--- src/rtl/imem_port_arbiter.sv ---
// Round-robin arbiter sharing the instruction-memory port between fetch and loader.
// Define IMEM_LOADER_PRIORITY_EN to make the loader win every contention.
module imem_port_arbiter #(
    parameter int AW = 32,
    parameter int DW = 32
) (
    input  logic          clock,
    input  logic          reset0,
    input  logic          f_req,
    input  logic [AW-1:0] f_addr,
    output logic          f_ack,
    output logic [DW-1:0] f_rdata,
    output logic          f_err,
    input  logic          l_req,
    input  logic          l_we,
    input  logic [AW-1:0] l_addr,
    input  logic [DW-1:0] l_wdata,
    output logic          l_ack,
    output logic [DW-1:0] l_rdata,
    output logic          l_err,
    output logic [AW-1:0] mem_addr,
    output logic [DW-1:0] mem_data,
    output logic          mem_we,
    input  logic [DW-1:0] mem_outp,
    input  logic          mem_valid,
    output logic          busy
);

    typedef enum logic [1:0] {IDLE, ACCESS, DONE} state_t;

    state_t state, state_nx;
    logic   last_l;
    logic   win_l;
    logic   pick_l;

    always_comb begin
        state_nx = state;
        pick_l   = l_req;
        if (f_req && l_req) begin
`ifdef IMEM_LOADER_PRIORITY_EN
            pick_l = 1'b1;
`else
            pick_l = !last_l;
`endif
        end
        unique case (state)
            IDLE:    if (f_req || l_req) state_nx = ACCESS;
            ACCESS:  state_nx = DONE;
            DONE:    state_nx = IDLE;
            default: state_nx = IDLE;
        endcase
    end

    // last_l resets to 1 so fetch wins the first tie.
    always_ff @(posedge clock or negedge reset0) begin
        if (!reset0) begin
            state    <= IDLE;
            last_l   <= 1'b1;
            win_l    <= 1'b0;
            mem_addr <= '0;
            mem_data <= '0;
            mem_we   <= 1'b0;
            f_ack    <= 1'b0;
            f_rdata  <= '0;
            f_err    <= 1'b0;
            l_ack    <= 1'b0;
            l_rdata  <= '0;
            l_err    <= 1'b0;
        end else begin
            state <= state_nx;
            f_ack <= 1'b0;
            l_ack <= 1'b0;
            unique case (state)
                IDLE: begin
                    if (f_req || l_req) begin
                        mem_addr <= pick_l ? l_addr : f_addr;
                        mem_data <= pick_l ? l_wdata : '0;
                        mem_we   <= pick_l && l_we && (l_addr[1:0] == 2'b00);
                        last_l   <= pick_l;
                        win_l    <= pick_l;
                    end
                end
                ACCESS: begin
                    mem_we <= 1'b0;
                    if (win_l) begin
                        l_ack   <= 1'b1;
                        l_rdata <= mem_valid ? mem_outp : '0;
                        l_err   <= !mem_valid;
                    end else begin
                        f_ack   <= 1'b1;
                        f_rdata <= mem_valid ? mem_outp : '0;
                        f_err   <= !mem_valid;
                    end
                end
                default: ;
            endcase
        end
    end

    assign busy = (state != IDLE);

endmodule

--- config.mk ---
export PLATFORM = sky130hd
export DESIGN_NAME = imem_port_arbiter
export DESIGN_NICKNAME = d
export VERILOG_FILES = /design/src/rtl/imem_port_arbiter.sv
export SDC_FILE = /design/constraint.sdc
export NUM_CORES = 1
export LEC_CHECK = 0
export CAP_MARGIN = 20
export CORE_MARGIN = 5
export CORE_UTILIZATION = 40
export DETAILED_ROUTE_END_ITERATION = 7
export GPL_ROUTABILITY_DRIVEN = 0
export GPL_TIMING_DRIVEN = 0
export PLACE_DENSITY = 0.89
export SLEW_MARGIN = 0
export SYNTH_ARGS = -nofsm -noshare
export SYNTH_HDL_FRONTEND = slang
export SYNTH_SLANG_ARGS = --single-unit
export TNS_END_PERCENT = 5
--- constraint.sdc ---
create_clock -name clock -period 2.3 [get_ports clock]
set_input_delay 0.46 -clock clock [delete_from_list [all_inputs] [get_ports clock]]
set_output_delay 0.46 -clock clock [all_outputs]
set_load 0.01 [all_outputs]
Yosys cells after proc, flatten, opt, wreduce, memory -nomap -nowiden --
Cells that the tools add are included.
Operators by class: bitwise operators 1, eq/ne operators 2, reductions and logical operators 14, muxes and demuxes 12
Operators by type and width (count):
- $mux W32 | 3
- $reduce_and A2 Y1 | 4
- $mux W1 | 6
- $logic_not A2 Y1 | 2
- $pmux W2 S2 | 1
- $reduce_bool A2 Y1 | 2
- $logic_and A1 B1 Y1 | 3
- $eq A2 B1 Y1 const B | 1
- $logic_not A1 Y1 | 2
- $mux W2 | 1
- $ne A2 B2 Y1 const B | 1
- $pmux W1 S2 | 1
- $logic_or A1 B1 Y1 | 1
- $not A1 Y1 | 1
Word-level totals: output and inout port bits 134, bits of input ports 134, flip-flop bits (word level) 137, logic and storage cells 41

Depth between registers and ports, before layout --
depth after elaboration 6, gate-level depth with buffers 6, gate-level depth less buffers 4

Worst setup path after synthesis --
No wires, ideal clock.
kind reg2reg, from register state[0], to register mem_data[10], data required time 2.179 ns, path slack 0.703 ns, cell stages (with the launch flop) 7, arrival time 1.476 ns, clock period less this slack 1.597 ns, cells stage by stage dfrtp_1 -> or2_1 -> buf_2 -> or2_4 -> buf_6 -> buf_6 -> a22o_1
Between the ends: cells in the longest elaborated chain, start to end 2
RTL lines:
- from (decl) | RTL line 31 | state_t state, state_nx;
- from (signal assigned) | RTL line 70 | state <= state_nx;
- $logic_not A2 Y1 | RTL line 73 | unique case (state)
- $reduce_and A2 Y1 (no source line)
- to (signal assigned) | RTL line 77 | mem_data <= pick_l ? l_wdata : '0;
- to (decl) | RTL line 22 | output logic [DW-1:0] mem_data,
No other way between the ends. A chain may end at the register's enable or synchronous reset.

Worst setup path after layout --
from register state[0], to output busy
Between the ends: cells in the longest elaborated chain, start to end 1
RTL lines:
- $reduce_bool A2 Y1 | RTL line 100 | assign busy = (state != IDLE);
- to (decl) | RTL line 26 | output logic busy
No other way between the ends.

==> run summary <==
Crit Path Category = flip-flop to output pin
Syn nets = 620
# setup viols final = 0
Total track usage = 0.218
Slew Viols, Final = 0
Port Buf Inserts = 266
CTS Buf Count = 17
Data required, critical path = 1.84 ns
EDFF count, synth = 0
Async SR Flop Fraction = 1.00
First-pass DRT Iterations = 4
Max cap viols = 0
Syn Area/Cell = 11.1 sq um
Syn Inst Count = 486
Mapped Area = 5380 sq um
Layout fillers = 1005
Antenna viol nets, final = 0
Power per cell area = 1330 nW/um^2
F_max = 0.453 GHz
CP startpoint kind = flip-flop
Synth warn = 0
Number of global-route vias before repair = 5146
Vias per Instance = 5.07
Main synth FF type = dfrtp_1
Layout Skew = 0.00549 ns
Period utilization = 0.960
Yosys reg bits = 137
Core area = 13200 sq um
Clock Sink Count = 137
Worst slew pin tran = 0.617 ns
Fin. Hold Viols = 0
DR vias = 4864
Lkg Pwr = 3.86 nW
Initial core utilization = 0.408
CTS H-tree lvls = 4
Hold-fix buffers, CTS = 0
Clk root buf = clkbuf_16
WHS = 0.0324 ns
Die Y = 126 um
Layout cells sized above 1 = 0.0651
Total gr overflow = 0
First-pass GRT wire length = 27300 um
Max transition margin = 0.589
Nets = 905
Final min period = 2.21 ns
Status = finished clean
Worst Hold Class = primary input to asynchronous set/reset pin
Clock Pin Slew Worst Setup and Hold Paths = 0.06 ns
IO Count = 268
Worst EP arrival = 1.75 ns
Crit. End Element = output pin
WL/cell = 18.0 um
VDD IR-drop max = 0.000712 V
DIE AREA = 15900 sq um
Largest net degree at the start of global routing = 73
Routed wire length = 17300 um
DRC viols = 0
Antenna fix cells = 0
Drt initial violations = 275
Skew-Pair Late Insertion Delay = 0.41 ns
Seq/Total Area, Yosys = 0.638
Area grow syn2layout = 64.9%
Worst-path fanout max = 19
Die X = 126 um
Area of the multi-input gates = 1750 sq um
FF+latch area = 3430 sq um
Util after Layout = 0.672
RSZ-0062 raised after global routing = no
Row cnt = 42
Cell variety after synth = 27
DP HPWL = 13000 um
Clock tree buffer depth = 2
Initial antenna violation count = 0
CTS tree = yes
[per-stage QoR]
step,area (sq um),power [mW],std cells,TNS (ns),setup slack [ns]
CTS,8870,11.9,960,0,0.0631
finish,8870,11.8,960,0,0.0926
floorplan,5380,6.06,486,0,0.703
detailed placement,8290,9.16,929,-1.67,-0.0940
global placement,8260,8.99,928,-621.53,-4.55
global route,8870,12.4,960,0,0.00452
[power breakdown]
part,total [mW],internal [mW],switching (mW)
registers,4.08,3.48,0.596
clock network,2.66,1.64,1.02
logic,5.02,2.69,2.33
total,11.8,7.82,3.94
[cell type report]
class / instances / area share
sequential: 137 / 0.387
clock buffer: 20 / 0.0515
tap: 176 / 0.0248
clock inverter: 12 / 0.0141
timing repair buffer: 267 / 0.303
multi-input combinational: 308 / 0.197
buffer: 37 / 0.0214
inverter: 3 / 0.00127
[state kept, by name, summed over array words and instances (netlist names), 2 cells and up]
register / cells
l_rdata: 32
f_rdata: 32
state: 2
mem_addr: 32
mem_data: 32
[cell usage after synthesis (2+ instances only)]
master	number	area, sq um
a21o_1	2	15.0
a22o_1	32	280
buf_2	6	30.0
buf_4	3	22.5
buf_6	4	45.0
clkbuf_1	25	93.8
dfrtp_1	136	3400
inv_1	3	11.3
mux2i_1	31	310
nand2_1	98	368
nor2b_1	3	18.8
o21ai_0	128	641
[path summary, 6_finish.rpt]
check | from | endpoint | slack [ns] | cells past startpoint
worst max register to register | state[1]$_DFFE_PN0P_ | f_rdata[24]$_DFFE_PN0P_ | 0.38 | 5
max in group asynchronous | reset0 | l_rdata[6]$_DFFE_PN0P_ | 1.49 | 2
worst max-delay path | state[0]$_DFFE_PN0P_ | busy | 0.09 | 3
worst min register to register | l_rdata[14]$_DFFE_PN0P_ | l_rdata[14]$_DFFE_PN0P_ | 0.48 | 2
worst min-delay path | reset0 | l_rdata[27]$_DFFE_PN0P_ | 0.03 | 1
min in group clock | mem_valid | l_rdata[4]$_DFFE_PN0P_ | 0.45 | 3
[cells by family (layout without fill, tap and decap cells)]
logic type             count (synthesis)  after routing  synth area share
and+or+nand+nor                      109            109            0.0838
buffers and inverters                 41            339            0.0377
AOI/OAI and AO/OA                    168            168             0.183
muxes                                 31             31            0.0577
DFF                                  137            137             0.638
[cell usage in the layout (no fill, tap or decap), drive strengths merged, types with 2 or more instances in the layout]
cell / synthesis / routed
mux2i: 31 / 31
clkinv: 0 / 4
a22o: 32 / 32
inv: 3 / 3
clkdlybuf4s50: 0 / 265
nand2: 98 / 98
bufinv: 0 / 2
a21o: 2 / 2
dfrtp: 136 / 136
o21ai: 129 / 129
or2: 2 / 2
buf: 13 / 15
nor2b: 3 / 3
clkbuf: 25 / 44
clkinvlp: 0 / 6
[per-layer routing]
| metal | track usage | up-vias | part of all wire |
|---|---|---|---|
| met5 | 0 | - | 0 |
| met4 | 0.0738 | 0 | 0.014 |
| met3 | 0.0817 | 26 | 0.096 |
| met2 | 0.375 | 213 | 0.51 |
| met1 | 0.250 | 2364 | 0.38 |
| li1 | - | 2261 | - |
[critical path: stages (launching register included)]
cell and delay, ns:
dfrtp_1 0.41, or2_1 0.23, buf_4 0.19, clkdlybuf4s50_1 0.50
[what timing repair did]
item	CTS	global route
setup endpoints to repair	1	0
setup buffers	0	0
gates resized for setup	1	0
Note: power is estimated with default switching activity, not from simulation.
